$ cat src/rtl/sub_pkg.sv
`default_nettype none
// ============================================================================
// Module      : sub_pkg
// Description : Shared definitions for the serial 16-bit subtractor:
//               FSM state encoding, datapath width and default slice width.
// Revision    : 1.0 - initial release
// ============================================================================
package sub_pkg;

    localparam int DATA_W    = 16;  // operand / result width
    localparam int SLICE_DEF = 4;   // default bits processed per cycle

    typedef enum logic [1:0] {
        ST_IDLE = 2'd0,
        ST_CALC = 2'd1,
        ST_DONE = 2'd2
    } state_e;

endpackage : sub_pkg
`default_nettype wire

$ cat src/rtl/sub_slice.sv
`default_nettype none
// ============================================================================
// Module      : sub_slice
// Description : SLICE-bit combinational ripple-borrow subtractor.
//               diff = a - b - bin (mod 2^SLICE), bout = borrow out of MSB.
// Ports       : a    [SLICE-1:0] in  - minuend slice
//               b    [SLICE-1:0] in  - subtrahend slice
//               bin              in  - borrow into the LSB
//               diff [SLICE-1:0] out - difference slice
//               bout             out - borrow out of the MSB
// Revision    : 1.0 - initial release
// ============================================================================
module sub_slice #(
    parameter int SLICE = 4
) (
    input  logic [SLICE-1:0] a,
    input  logic [SLICE-1:0] b,
    input  logic             bin,
    output logic [SLICE-1:0] diff,
    output logic             bout
);

    always_comb begin
        logic br;
        br   = bin;
        diff = '0;
        for (int i = 0; i < SLICE; i++) begin
            diff[i] = a[i] ^ b[i] ^ br;
            // borrow when a<b at this bit, or a==b with an incoming borrow
            br      = (~a[i] & b[i]) | (~(a[i] ^ b[i]) & br);
        end
        bout = br;
    end

endmodule : sub_slice
`default_nettype wire

$ cat src/rtl/sub_serial16.sv
`default_nettype none
// ============================================================================
// Module      : sub_serial16
// Description : Serial 16-bit subtractor. One SLICE-bit slice is subtracted
//               per CALC cycle (LSB slice first) through a single reused
//               sub_slice instance; results are published on entering DONE.
// Ports       : clk      in  - clock, rising edge
//               rst      in  - synchronous active-high reset
//               start    in  - operation request (sampled in IDLE only)
//               ina[15:0] in - minuend
//               inb[15:0] in - subtrahend
//               bin      in  - borrow-in
//               busy     out - high in CALC and DONE
//               done     out - one-cycle result-valid pulse
//               out1882[15:0] out - ina - inb - bin mod 2^16
//               bout     out - final borrow
//               ovf      out - two's-complement overflow
// Revision    : 1.0 - initial release
// ============================================================================
module sub_serial16
    import sub_pkg::*;
#(
    parameter int SLICE = SLICE_DEF
) (
    input  logic              clk,
    input  logic              rst,
    input  logic              start,
    input  logic [DATA_W-1:0] ina,
    input  logic [DATA_W-1:0] inb,
    input  logic              bin,
    output logic              busy,
    output logic              done,
    output logic [DATA_W-1:0] out1882,
    output logic              bout,
    output logic              ovf
);

    localparam int NSLICE = DATA_W / SLICE;
    localparam int CNT_W  = (NSLICE > 1) ? $clog2(NSLICE) : 1;
    localparam int IDX_W  = $clog2(DATA_W);
    localparam logic [CNT_W-1:0] CNT_LAST = CNT_W'(NSLICE - 1);

    state_e              state_q, state_d;
    logic [CNT_W-1:0]    cnt_q, cnt_d;
    logic [DATA_W-1:0]   a_q, a_d;
    logic [DATA_W-1:0]   b_q, b_d;
    logic                borrow_q, borrow_d;
    logic [DATA_W-1:0]   res_q, res_d;
    logic [DATA_W-1:0]   out_q, out_d;
    logic                bout_q, bout_d;
    logic                ovf_q, ovf_d;

    logic [IDX_W-1:0]    w_lsb;
    logic [SLICE-1:0]    w_slice_diff;
    logic                w_slice_bout;
    logic [DATA_W-1:0]   w_res_next;

    assign w_lsb = IDX_W'(cnt_q) * IDX_W'(SLICE);

    sub_slice #(
        .SLICE (SLICE)
    ) u_slice (
        .a    (a_q[w_lsb +: SLICE]),
        .b    (b_q[w_lsb +: SLICE]),
        .bin  (borrow_q),
        .diff (w_slice_diff),
        .bout (w_slice_bout)
    );

    // Result register with the current slice merged in; on the last slice
    // this is the complete difference that gets published.
    always_comb begin
        w_res_next                   = res_q;
        w_res_next[w_lsb +: SLICE]   = w_slice_diff;
    end

    always_comb begin
        state_d  = state_q;
        cnt_d    = cnt_q;
        a_d      = a_q;
        b_d      = b_q;
        borrow_d = borrow_q;
        res_d    = res_q;
        out_d    = out_q;
        bout_d   = bout_q;
        ovf_d    = ovf_q;
        case (state_q)
            ST_IDLE: begin
                if (start) begin
                    a_d      = ina;
                    b_d      = inb;
                    borrow_d = bin;
                    cnt_d    = '0;
                    state_d  = ST_CALC;
                end
            end
            ST_CALC: begin
                res_d    = w_res_next;
                borrow_d = w_slice_bout;
                if (cnt_q == CNT_LAST) begin
                    // counter holds here so it never wraps inside CALC
                    state_d = ST_DONE;
                    out_d   = w_res_next;
                    bout_d  = w_slice_bout;
                    ovf_d   = (a_q[DATA_W-1] != b_q[DATA_W-1]) &&
                              (w_res_next[DATA_W-1] != a_q[DATA_W-1]);
                end else begin
                    cnt_d = cnt_q + 1'b1;
                end
            end
            ST_DONE: begin
                state_d = ST_IDLE;
            end
            default: begin
                state_d = ST_IDLE;
            end
        endcase
    end

    always_ff @(posedge clk) begin
        if (rst) begin
            state_q  <= ST_IDLE;
            cnt_q    <= '0;
            a_q      <= '0;
            b_q      <= '0;
            borrow_q <= 1'b0;
            res_q    <= '0;
            out_q    <= '0;
            bout_q   <= 1'b0;
            ovf_q    <= 1'b0;
        end else begin
            state_q  <= state_d;
            cnt_q    <= cnt_d;
            a_q      <= a_d;
            b_q      <= b_d;
            borrow_q <= borrow_d;
            res_q    <= res_d;
            out_q    <= out_d;
            bout_q   <= bout_d;
            ovf_q    <= ovf_d;
        end
    end

    assign busy    = (state_q != ST_IDLE);
    assign done    = (state_q == ST_DONE);
    assign out1882 = out_q;
    assign bout    = bout_q;
    assign ovf     = ovf_q;

endmodule : sub_serial16
`default_nettype wire

$ cat config.mk
export PLATFORM = sky130hd
export DESIGN_NAME = sub_serial16
export DESIGN_NICKNAME = d
export VERILOG_FILES = /design/src/rtl/sub_pkg.sv /design/src/rtl/sub_slice.sv /design/src/rtl/sub_serial16.sv
export SDC_FILE = /design/constraint.sdc
export NUM_CORES = 1
export LEC_CHECK = 0
export ABC_AREA = 1
export CAP_MARGIN = 25
export CORE_MARGIN = 10
export CORE_UTILIZATION = 45
export CTS_CLUSTER_SIZE = 30
export DETAILED_ROUTE_END_ITERATION = 12
export PLACE_DENSITY = 0.79
export SYNTH_ARGS = -nofsm -noshare
export SYNTH_HDL_FRONTEND = slang
export SYNTH_SLANG_ARGS = --single-unit
$ cat constraint.sdc
create_clock -name clk -period 7.5 [get_ports clk]
set_input_delay 0.75 -clock clk [delete_from_list [all_inputs] [get_ports clk]]
set_output_delay 0.75 -clock clk [all_outputs]
set_load 0.005 [all_outputs]
; Yosys cells after proc, flatten, opt, wreduce, memory -nomap -nowiden
; Cells that the tools add are included.
[totals]
out_inout_bits = 20
wordCells = 69
ff_bits = 71
in_bits = 36
[op_classes]
n_addsub = 2
shifts = 4
reduce_logical = 9
n_eq_ne = 8
bitwise = 28
muxes = 9
[ops]
columns = op, count
row1 = indexed part select 16 x 5 -> 4 bit, 2
row2 = bitwise mux 16 bit, 1
row3 = variable shift 4 x 6 -> 16 bit (first input constant), 1
row4 = indexed part select 4 x 6 -> 16 bit, 1
row5 = bitwise AND 1 bit, 8
row6 = 2-to-1 mux 2 bit, 4
row7 = NOT 1 bit, 8
row8 = case mux 2 bit (2 select lines), 2
row9 = AND reduction 2 bit, 4
row10 = XOR 1 bit, 8
row11 = inequality test 2 bit (second input constant), 3
row12 = negation 4 -> 6 bit, 1
row13 = equality test 2 bit (second input constant), 2
row14 = bitwise OR 1 bit, 4
row15 = nonzero test 2 bit, 2
row16 = AND reduction 3 bit, 1
row17 = adder 2 x 1 -> 2 bit (second input constant), 1
row18 = equality test 2 x 1 -> 1 bit (second input constant), 1
row19 = zero test 2 bit, 1
row20 = inequality test 1 bit, 2
row21 = case mux 1 bit (2 select lines), 1
row22 = logical AND 1 bit, 1
row23 = 2-to-1 mux 1 bit, 1

; Longest topological paths before layout
; Gate-level depths: netlist of the first run.
[depth]
depth_word = 14
depth_mapped = 16
depth_no_buf = 15

; Modules after synthesis
; Synthesis of the first run repeated with hierarchy kept, for this count alone.
[hier_totals]
cells_unflattened = 452
area_unflattened_um2 = 3301.9
[by_module_without_submodules]
columns = mod, cells_per_inst, n_inst, seq_area_each_um2, area_per_inst_um2
row1 = sub_serial16, 438, 1, 1421.4, 3184.3
row2 = sub_slice, 14, 1, 0.0, 117.6

; Worst setup path before layout of the first run
; Ideal clock, no wire load.
[synth_path]
kind = reg2reg
startpoint = register cnt_q[0]
endpoint = register ovf_q (netlist: ovf)
t_required_ns = 7.383
period_less_slack_ns = 3.026
slack_ns = 4.474
setup_ns = 0.117
stages_incl_launch_ff = 17
n_path_buf = 1
arrival_time_ns = 2.909
path_cell_list = dfxtp_1 > inv_2 > clkbuf_1 > o21ai_0 > o22ai_1 > fa_1 > inv_1 > fa_1 > fa_1 > inv_1 > fa_1 > nor2_1 > nand3_1 > nand3_1 > nand2_1 > nor2_1 > nor2_1
[synth_between]
elab_chain_cells = 14
word_cells_on_any_way = 33
cone_classes = add/sub: 1 / eq/ne: 2 / shift: 4 / mux: 1 / bitwise: 23 / reduce/logical: 2
[synth_lines]
columns = item, line
row1 = "start, declared", sub_serial16.sv:44  ; logic [CNT_W-1:0] cnt_q, cnt_d;
row2 = "start signal, assigned", sub_serial16.sv:133  ; cnt_q <= cnt_d;
row3 = indexed part select 16 x 5 -> 4 bit (on tied branches), "sub_serial16.sv:63, sub_serial16.sv:64"
row4 = XOR 1 bit, "sub_slice.sv:28, sub_slice.sv:30"
row5 = NOT 1 bit, sub_slice.sv:30  ; br = (~a[i] & b[i]) | (~(a[i] ^ b[i]) & br);
row6 = bitwise AND 1 bit, sub_slice.sv:30
row7 = bitwise OR 1 bit, sub_slice.sv:30
row8 = bitwise AND 1 bit, sub_slice.sv:30
row9 = bitwise OR 1 bit, sub_slice.sv:30
row10 = bitwise AND 1 bit, sub_slice.sv:30
row11 = bitwise OR 1 bit, sub_slice.sv:30
row12 = XOR 1 bit, sub_slice.sv:28  ; diff[i] = a[i] ^ b[i] ^ br;
row13 = indexed part select 4 x 6 -> 16 bit, sub_serial16.sv:74  ; w_res_next[w_lsb +: SLICE] = w_slice_diff;
row14 = bitwise mux 16 bit, sub_serial16.sv:74
row15 = inequality test 1 bit, sub_serial16.sv:106  ; (w_res_next[DATA_W-1] != a_q[DATA_W-1]);
row16 = logical AND 1 bit, sub_serial16.sv:105  ; ovf_d = (a_q[DATA_W-1] != b_q[DATA_W-1]) &&
row17 = "end signal, assigned", sub_serial16.sv:140  ; ovf_q <= ovf_d;
row18 = "end, declared", sub_serial16.sv:51  ; logic ovf_q, ovf_d;
; Several ways; a longest one is shown, not always the timed one.
; A chain may end at the register's enable or synchronous reset.

; Final worst setup path of the first run
; Same ends and word-level chain as after synthesis.

==> impl_results.md, run 1 <==
- Leakage: 1.845 nW
- CTS max path bufs: 2
- Avg Inst Size Synth: 7.272 µm²
- Final WS setup: 3.521 ns
- Crit Path Category: flop to flop
- Uppermost layer routed: met4
- Total die area: 11,220 µm²
- DR iter-0 viols: 177
- Post-Syn Area: 3323 µm²
- CP max stage delay: 0.92 ns
- Clk sink count: roughly 70
- Buffers on Ports: 55
- WP data arrival: 4.23 ns
- Max_cap viols: 0
- Total core area: between 7000 and 8000 µm²
- Clock skew: 0.009001 ns
- Slowest stage cell, crit path: dfxtp_1
- Largest cells by area after synthesis: dfxtp_1 (43%), nor2_1 (12%), o21ai_0 (11%), inv_1 (6.8%), nand2_1 (5.0%)
- Drt drc: 0
- Final setup TNS: 0 ns
- Yosys warnings: 0
- Antenna Violating Nets Remaining: 0
- Min Tclk post-route: between 3 and 4 ns
- GRT Util Overall: between 10% and 20%
- Seq/Total Area, Yosys: 42.77%
- # diodes: 0
- Distinct cell type count after synthesis: 25
- Worst-margin pin slew: just over 0.9 ns
- Root Driver: clkbuf_8
- First-pass GRT wire length: 13.66 mm
- Worst r2r dst: ovf
- Via/cell ratio: 5.065
- DR pass1 iterations: 4
- Worst R2R Path Depth: 15
- Logic pwr share: between 10% and 20%
- Post-Syn Nets: 503
- Vertical die dimension: 105.9 µm
- CP endpoint kind: flop
- Clock transition at path regs: 0.07 ns
- Share of layout cells above drive strength 1: 3.992%
- Switch Pwr: 0.2440 mW
- Vias in the first global route: 3,054
- Sw Ratio: roughly 28%
- Crit-path leading delay family: adder cells
- Resized cells post-CTS: 0
- CP Max Fanout: 27
- Area grow syn2layout: 22.06%
- Cell taking the most area after synthesis: dfxtp_1
- Post-route insts no fill: 600
- Crit path launch type: flop
- Final worst path period share: 53.05%
- Critical path required time: 7.75 ns
- Final Hold Vio Count: 0
- Most used cell, CP: fa_1
- Final Power: between 0.8 and 0.9 mW
- Fmax: roughly 250 MHz
- CP Cell Sequence: inv_2, nand2_1, a32o_1, fa_1, inv_1, fa_1, fa_1, inv_1, fa_1, nor2_1, nand3_1, nand3_1, nand2_1, nor2_1, nor2_1
- Max-slew headroom: 38.55%
- Outcome: finished, final reports clean
- Std cell rows: 31
- Peak supply drop: 0.00009037 V
- Later-pin clock latency in the skew report: roughly 0.36 ns
- Max Slew Vio Count: 0
- Unrepaired setup endpoints after global routing: no
- Pwr dens: 216.5 nW/µm²
- I/O pin cnt: 56
- Post-CTS Setup Repair Bufs: 0
- Final nets: 545
- Clock power share: 34.3%
- Worst hold endpoint: b_q[10]
- Int Power: 0.6341 mW
- CTS Buf Count: 9
- Share of the synthesized area in the top cell type: a little over two fifths
- Die width: 105.9 µm
- Fin Hold WS: approximately 0.49 ns
- Routed wl met2: 3.664 mm
- DRT Wirelength: 8.017 mm
- GRT overflow: 0
- WL met3: 652 µm
- Worst r2r src: cnt_q[0]
- Placed Cells: 587
- Mapped Cells: about 460
- Post-Place Setup Slack: 3.635 ns
- Setup violations, final: 0
- R2R Setup Slk: 3.52 ns
- Routed length on met1: 3.535 mm
- TritonCTS clock tree: built
- H-tree depth: 3
- Post-CTS Hold Buffers: 0
- Initial antenna violation count: 0
- WL/cell: ~13 µm
- Final Wtd Congestion: roughly 0.85
- Register share of total power: 47.7%
- Hold Crit Start: b_q[10]
- Type of the most critical hold path: flop to flop
- Via count: 3,039
- Detail Placement HPWL: 5.824 mm
- Initial Utilization: 46.06%
- Buffers & Inverters on Critical Path: 3
- Largest net degree at the start of global routing: 37
- Hold Crit Depth: 2
- Seq cells post-synth: 71
-- synthesized netlist by cell type --
master,count
nor2_8,1
inv_2,3
nand4_1,2
o211ai_1,4
nor2_1,102
dfxtp_1,71
ha_1,6
nand3_1,11
a22oi_1,4
inv_1,60
o21a_1,16
nand3_4,1
clkbuf_2,1
a32o_1,3
or2_2,1
o21ai_0,75
o22ai_1,4
buf_2,10
nand2_1,44
clkbuf_1,9
nand2_4,1
fa_1,4
buf_4,3
buf_6,2
a21oi_1,19
-- power by group through the flow --
stage                     clock network, mW  logic, mW  registers [mW]
after global routing                  0.319      0.181           0.421
after floorplan                           0      0.113           0.420
final                                 0.301      0.158           0.419
after global placement                    0      0.149           0.426
after detailed placement                  0      0.157           0.427
after CTS                             0.304      0.157           0.418
-- how the worst max path moves through the flow --
stage / from / endpoint / slack, ns / cells past startpoint
6_report: cnt_q[0] / ovf / 3.52 / 15
5_1_grt: cnt_q[0] / ovf / 3.25 / 15
4_1_cts: cnt_q[0] / ovf / 3.62 / 15
3_5_place_dp: cnt_q[0] / ovf / 3.63 / 15
3_3_place_gp: cnt_q[0] / ovf / 3.84 / 15
2_1_floorplan: cnt_q[0] / ovf / 4.47 / 16
-- flip-flops by register name, summed over array words and instances, names as in the netlist --
name      cells
bout          1
borrow_q      1
res_q        16
ovf           1
cnt_q         2
b_q          16
state_q       2
out1882      16
a_q          16
-- per-layer routing --
| layer | global-route usage [%] | up-vias |
|---|---|---|
| met3 | 5.254 | 15 |
| met2 | 23.37 | 97 |
| met4 | 8.124 | 0 |
| met1 | 16.60 | 1388 |
| met5 | 0 | - |
| li1 | - | 1539 |
-- logic make-up (layout without fill, tap and decap cells) --
logic type	after synthesis	in the layout	share of synthesized area, %
and+or+nand+nor	163	163	20.18
AOI/OAI and AO/OA	125	125	21.24
buffers and inverters	88	132	11.14
DFF	71	71	42.77
adders and majority gates	10	10	4.669
-- tightest hold or removal path, stage by stage (launching register included) --
cell,delay [ns]
dfxtp_1,0.33
nor2_1,0.05
nor2_1,0.08
-- placed cells by master (no fill, tap or decap) --
cell type        count
nor2_1             102
o21ai_0             75
dfxtp_1             71
inv_1               60
clkdlybuf4s50_1     55
nand2_1             44
a21oi_1             19
o21a_1              16
nand3_1             11
clkbuf_8            11
ha_1                 6
o22ai_1              4
a22oi_1              4
o211ai_1             4
fa_1                 4
inv_2                3
a32o_1               3
nand4_1              2
nand3_4              1
nand2_4              1
nor2_8               1
or2_2                1
bufinv_16            1
clkbuf_1             1
buf_4                1
-- metrics by stage --
step / util [%] / area [µm²]
6_report: 56.23 / 4056
5_1_grt: 56.23 / 4056
4_1_cts: 56.23 / 4056
3_5_place_dp: 53.66 / 3871
3_3_place_gp: 53.66 / 3871
2_1_floorplan: - / 3323
-- final cells by class --
type	instances	area, µm²
fill	677	3158
multi-input combinational	298	1531
sequential	71	1421
timing repair buffer	56	558.0
inverter	63	236.5
clock buffer	12	155.1
tap	99	123.9
clock inverter	1	30.03
(Power assumes the default switching activity.)
==> run 2: changes to the inputs <==
- clock period: 7.5 -> 3.9 ns (I/O delays scaled with it)
==> run 2 against run 1 <==
  * Register-to-register slack got worse by 3.0 ns
  * Total power rose by 93%
  * Worst hold slack got worse by 0.0053 ns
  * Via count shrank 0.89%
  * Final cell count increased by 0.83%
  * Worst setup slack worse by 3.0 ns
  * Sequential power is 91% higher
  * Largest cell class unchanged
==> impl_results.md, run 2 (synthesis gave the netlist of run 1 again) <==
- Unrepaired setup endpoints after global routing: no
- R2R Setup Slk: around 0.48 ns
- GRT overflow: 0
- WL/cell: 12.51 µm
- Post-route insts no fill: just over 600
- Critical path required time: approximately 4.1 ns
- Initial antenna violation count: 0
- Max-slew headroom: 49.12%
- Clock transition at path regs: 0.07 ns
- Post-Place Setup Slack: between 0.5 and 0.6 ns
- Fmax: 292.4 MHz
- # diodes: 0
- Buffers on Ports: 55
- Commonest non-fill, non-tap cell in the layout: nor2_1
- Root Driver: clkbuf_8
- Worst-margin pin slew: 0.7608 ns
- Min Tclk post-route: 3.420 ns
- Max Slew Vio Count: 0
- Max_cap viols: 0
- Die width: 105.9 µm
- CTS max path bufs: 2
- Type of the most critical hold path: flop to flop
- DR pass1 iterations: 5
- Most frequent cells in the layout: nor2_1 (102), o21ai_0 (75), dfxtp_1 (71), inv_1 (60), clkdlybuf4s50_1 (55)
- Post-CTS Setup Repair Bufs: 0
- Share of layout cells above drive strength 1: 4.941%
- CP max stage delay: 0.61 ns
- Post-Layout Inst Area: 4091 µm²
- Placed Cells: 590
- Total die area: ~11,000 µm²
- Final nets: 548
- Pwr dens: 414.0 nW/µm²
- Hold Crit Start: a_q[10]
- TritonCTS clock tree: built
- Final Hold Vio Count: 0
- Clock skew: roughly 0.0075 ns
- Most used cell, CP: fa_1
- WP data arrival: 3.66 ns
- Area post-placement: 3894 µm²
- Antenna Violating Nets Remaining: 0
- Vias in the first global route: 2,857
- H-tree depth: 3
- Worst r2r src: cnt_q[0]
- Crit. Startpoint: cnt_q[0]
- Area grow syn2layout: 23.12%
- GRT Util Overall: about 14%
- Final worst path period share: 87.70%
- Final WS setup: 0.4797 ns
- Via count: 3,012
- Total core area: a little over 7000 µm²
- CP Max Fanout: 22
- Peak supply drop: about 0.00029 V
- CP endpoint kind: flop
- Leakage: 1.864 nW
- Final setup TNS: 0 ns
- Crit path launch type: flop
- I/O pin cnt: 56
- Std cell rows: 31
- Crit Path Category: flop to flop
- DR iter-0 viols: 150
- DRT Wirelength: 7.567 mm
- Clk sink count: 71
- Largest net degree at the start of global routing: 37
- Outcome: finished, final reports clean
- Detail Placement HPWL: 5.551 mm
- Later-pin clock latency in the skew report: about 0.35 ns
- Post-CTS Hold Buffers: 0
- Via/cell ratio: 4.979
- Setup violations, final: 0
- Resized cells post-CTS: 0
- Slowest stage cell, crit path: dfxtp_1
- CTS Buf Count: 9
- CP Cell Sequence: inv_2, nand2_1, a32o_1, fa_1, inv_1, fa_1, fa_1, inv_1, fa_1, nor2_1, nand3_1, nand3_1, nand2_1, nor2_1, nor2_1
- Final Wtd Congestion: 0.8792
- First-pass GRT wire length: 12.81 mm
- Initial Utilization: 46.06%
- Drt drc: 0
- Vertical die dimension: around 110 µm
[run 2: cell count changes in the layout (fill, tap and decap cells not counted), sizes merged]
cell | before | now
buf | 1 | 4
clkinv | 0 | 1
clkinvlp | 0 | 1
[run 2: critical path: cells and delay by family, from the launching register on]
family / cells / cell delay (ns)
adders and majority gates: 4 / 1.35
AOI/OAI and AO/OA: 1 / 0.20
DFF: 1 / 0.61
buffers and inverters: 3 / 0.40
and+or+nand+nor: 7 / 0.76
[run 2: power breakdown]
part	switching, mW	internal, mW	total, mW
sequential	0.0286	0.773	0.801
clock	0.262	0.326	0.588
combinational	0.177	0.127	0.304
[run 2: path summary, 6_finish.rpt]
kind                            depth (start not counted)      end
worst min register to register                          2  a_q[10]
worst min-delay path                                    2  a_q[10]
worst max-delay path                                   15      ovf
worst max register to register                         15      ovf
[run 2: stage by stage]
stage               util [%]  hold slack, ns  total power, mW
finish                 56.71          0.4802            1.694
global route           56.71          0.5134            1.793
CTS                    56.71          0.4855            1.704
detailed placement     53.97          0.4695            1.120
floorplan                  -          0.4495            1.024
global placement       53.97          0.4691            1.110
[run 2: area by class of cell]
cell class / instances / area, µm²
Multi-Input combinational cell: 298 / 1531
Inverter: 63 / 236.5
Fill cell: 651 / 3123
Clock inverter: 3 / 42.54
Timing Repair Buffer: 59 / 580.6
Clock buffer: 12 / 155.1
Tap cell: 99 / 123.9
Sequential cell: 71 / 1421
[run 2: layer usage]
layer / part of all wire (%) / track usage, % / vias to the layer above
li1: - / - / 1547
met3: 9.2 / 6.099 / 10
met2: 44 / 21.07 / 115
met1: 45 / 16.46 / 1340
met4: 1.5 / 5.416 / 0
met5: 0 / 0 / -
==> run 3: changes to the inputs <==
- ABC_AREA: 1 -> unset
- PLACE_DENSITY: 0.79 -> 0.8
==> run 3 against run 2 <==
  * Critical path type unchanged
  * Clock skew is 0.00060 ns lower
  * Critical endpoint unchanged
  * Count of clock-buffer cells in the layout is 2 lower
  * Sequential share of layout area is 0.14 points lower
  * Clock power is 22% higher
  * Synthesized cell count is 23% lower
==> impl_results.md, run 3 <==
- Seq/Total Area, Yosys: 43.78%
- Met3 GRT Util: about 5.5%
- Crit path launch type: flop
- Critical path required time: 4.12 ns
- Total die area: 11,010 µm²
- Worst hold endpoint: a_q[8]
- Fmax: slightly below 300 MHz
- Root Driver: clkbuf_8
- Max Slew Vio Count: 0
- Crit Path Category: flop to flop
- Vias in the first global route: 2,614
- GR Util met2: 21.26%
- Distinct cell type count after synthesis: 32
- Most frequent cells in the layout: dfxtp_1 (71), nand2_1 (66), clkdlybuf4s50_1 (54), nor2_1 (36), a21oi_1 (34)
- Final core occ: ~59%
- Final setup TNS: 0 ns
- Gr busiest metal: met2
- Leakage: 1.458 nW
- Post-CTS Setup Repair Bufs: 0
- Area grow syn2layout: 26.51%
- TritonCTS clock tree: built
- Std cell rows: 30
- Clock skew: 0.006929 ns
- Post-synthesis mux area share: 6.590%
- Top-count cell post-synth: dfxtp_1
- Ys async rst share: 0%
- Main combinational cell family by area after synthesis: simple AND/OR/NAND/NOR gates
- Simple-gate portion of the synthesized area: 20.19%
- Pwr dens: approximately 430 nW/µm²
- Post-Syn Area: between 3000 and 4000 µm²
- Ys flop type: dfxtp_1
- WL/cell: 14.84 µm
- Largest net degree at the start of global routing: 53
- GRT Util Overall: 13.52%
- Synth Area in Compound Gates: 18.84%
- Filler cell count: 626
- CTS max path bufs: 2
- CP max stage delay: 0.55 ns
- Initial antenna violation count: 0
- Post-Synth Adder-Cell Area: 4.778%
- Final Hold Vio Count: 0
- Seq cells post-synth: 71
- Via count: 2,635
- Via/cell ratio: ~5.3
- Antenna Violating Nets Remaining: 0
- XOR/XNOR Fraction of Synth Area: 0%
- CP endpoint kind: flop
- Total core area: between 6000 and 7000 µm²
- Worst r2r src: cnt_q[0]
- Post-synth EDFFs: 0
- Largest cells by area after synthesis: dfxtp_1 (44%), nand2_1 (7.6%), a21oi_1 (5.2%), mux4_2 (4.9%), a211oi_1 (4.6%)
- Max_cap viols: 0
- Vertical die dimension: 104.9 µm
- GRT overflow: 0
- Cell taking the most area after synthesis: dfxtp_1
- Peak supply drop: 0.0002092 V
- R2R Setup Slk: 0.53 ns
- # diodes: 0
- WP data arrival: between 3 and 4 ns
- Avg Inst Size Synth: 9.198 µm²
- Commonest non-fill, non-tap cell in the layout: dfxtp_1
- Slowest stage cell, crit path: mux4_2
- CTS Buf Count: 9
- Post-Syn Nets: 399
- Worst r2r dst: ovf
- Most used cell, CP: fa_1
- Worst R2R Path Depth: 9
- Hold Crit Depth: 2
- Resized cells post-CTS: 0
- Fin Hold WS: 0.4572 ns
- Type of the most critical hold path: flop to flop
- Later-pin clock latency in the skew report: 0.36 ns
- H-tree depth: 3
- Die width: 104.9 µm
- CP Max Fanout: 18
- Unrepaired setup endpoints after global routing: no
- Post-synth top cells: dfxtp_1 (71), nand2_1 (66), nor2_1 (36), a21oi_1 (34)
- Detail Placement HPWL: around 5.3 mm
- Final worst path period share: 86.43%
- First-pass GRT wire length: 12.37 mm
- CP Cell Sequence: buf_4, mux4_2, fa_1, fa_1, inv_1, fa_1, nor4b_2, mux2i_1, o221ai_1
- Final Power: 1.779 mW
- Buffers on Ports: 55
- Hold Crit Start: a_q[8]
- Min Tclk post-route: 3.371 ns
- Share of layout cells above drive strength 1: 12.35%
- Yosys warnings: 0
- Outcome: finished, final reports clean
- Setup violations, final: 0
- DR iter-0 viols: 150
- DRT Wirelength: 7.434 mm
- Final nets: 446
- Share of the synthesized area in the top cell type: 43.78%
- Final Wtd Congestion: ~0.78
- Drt drc: 0
- Worst-margin pin slew: 0.9562 ns
- I/O pin cnt: 56
- Post-CTS Hold Buffers: 0
- Mapped Cells: 353
- DR pass1 iterations: 5
- Clk sink count: 71
- Max-slew headroom: between 30% and 40%
- GR Util met1: between 10% and 20%
- Initial Utilization: a little under half
- Clock transition at path regs: 0.07 ns
run 3: cell count changes after synthesis, sizes merged, moves of 4 or more:
| cell | before | now |
|---|---|---|
| a211oi | 0 | 32 |
| a21oi | 19 | 34 |
| a22oi | 4 | 0 |
| a31oi | 0 | 15 |
| inv | 63 | 10 |
| mux4 | 0 | 8 |
| nand2 | 45 | 66 |
| nand3 | 12 | 0 |
| nor2 | 103 | 36 |
| nor2b | 0 | 20 |
| nor3b | 0 | 5 |
| o21a | 16 | 1 |
| o21ai | 75 | 0 |
| o22ai | 4 | 0 |
run 3: worst max-delay path by stage:
| stage | startpoint | to | slack, ns |
|---|---|---|---|
| 6_report | cnt_q[0] | ovf | 0.53 |
| 5_1_grt | cnt_q[0] | res_q[15] | 0.33 |
| 4_1_cts | cnt_q[0] | ovf | 0.51 |
| 3_5_place_dp | cnt_q[0] | ovf | 0.50 |
| 3_3_place_gp | cnt_q[0] | ovf | 0.64 |
| 2_1_floorplan | cnt_q[0] | ovf | 0.44 |
run 3: area by class of cell:
type                    instances  area (µm²)  share of cell area [%]
inverters                      10       37.54                  0.9138
multi-input cells             246        1645                   40.05
clock buffers                  10       137.6                   3.351
repair buffers                 62       638.1                   15.53
well taps                      96       120.1                   2.924
clock inverters                 6       107.6                   2.620
flip-flops and latches         71        1421                   34.60
run 3: report_power, final:
group          switching, mW  internal (mW)  total [mW]
clock                  0.275          0.440       0.715
sequential            0.0239          0.764       0.788
combinational          0.149          0.127       0.276
run 3: critical path: cells and delay by family, from the launching register on:
family	cells	cell delay (ns)
AOI/OAI and AO/OA	1	0.14
and+or+nand+nor	1	0.33
adders and majority gates	3	1.29
buffers and inverters	2	0.35
muxes	2	0.78
DFF	1	0.35
run 3: metrics by stage:
stage                     cell area [µm²]  setup slack, ns  cells
after floorplan                      3247           0.4450    353
after global placement               3807           0.6369    483
after detailed placement             3835           0.5007    484
after CTS                            4080           0.5073    500
after global routing                 4108           0.3265    501
final                                4108           0.5292    501
run 3: logic make-up (layout without fill, tap and decap cells):
kind of cell	Yosys count	count (layout)
DFF	71	71
and+or+nand+nor	138	138
adders and majority gates	10	10
AOI/OAI and AO/OA	87	87
buffers and inverters	36	88
muxes	11	11
run 3: per-layer routing:
layer  part of all wire, %  vias to the layer above
met5                     0                        -
met4                   1.1                        0
met3                   6.3                        7
met2                    49                       71
met1                    44                     1244
li1                      -                     1313
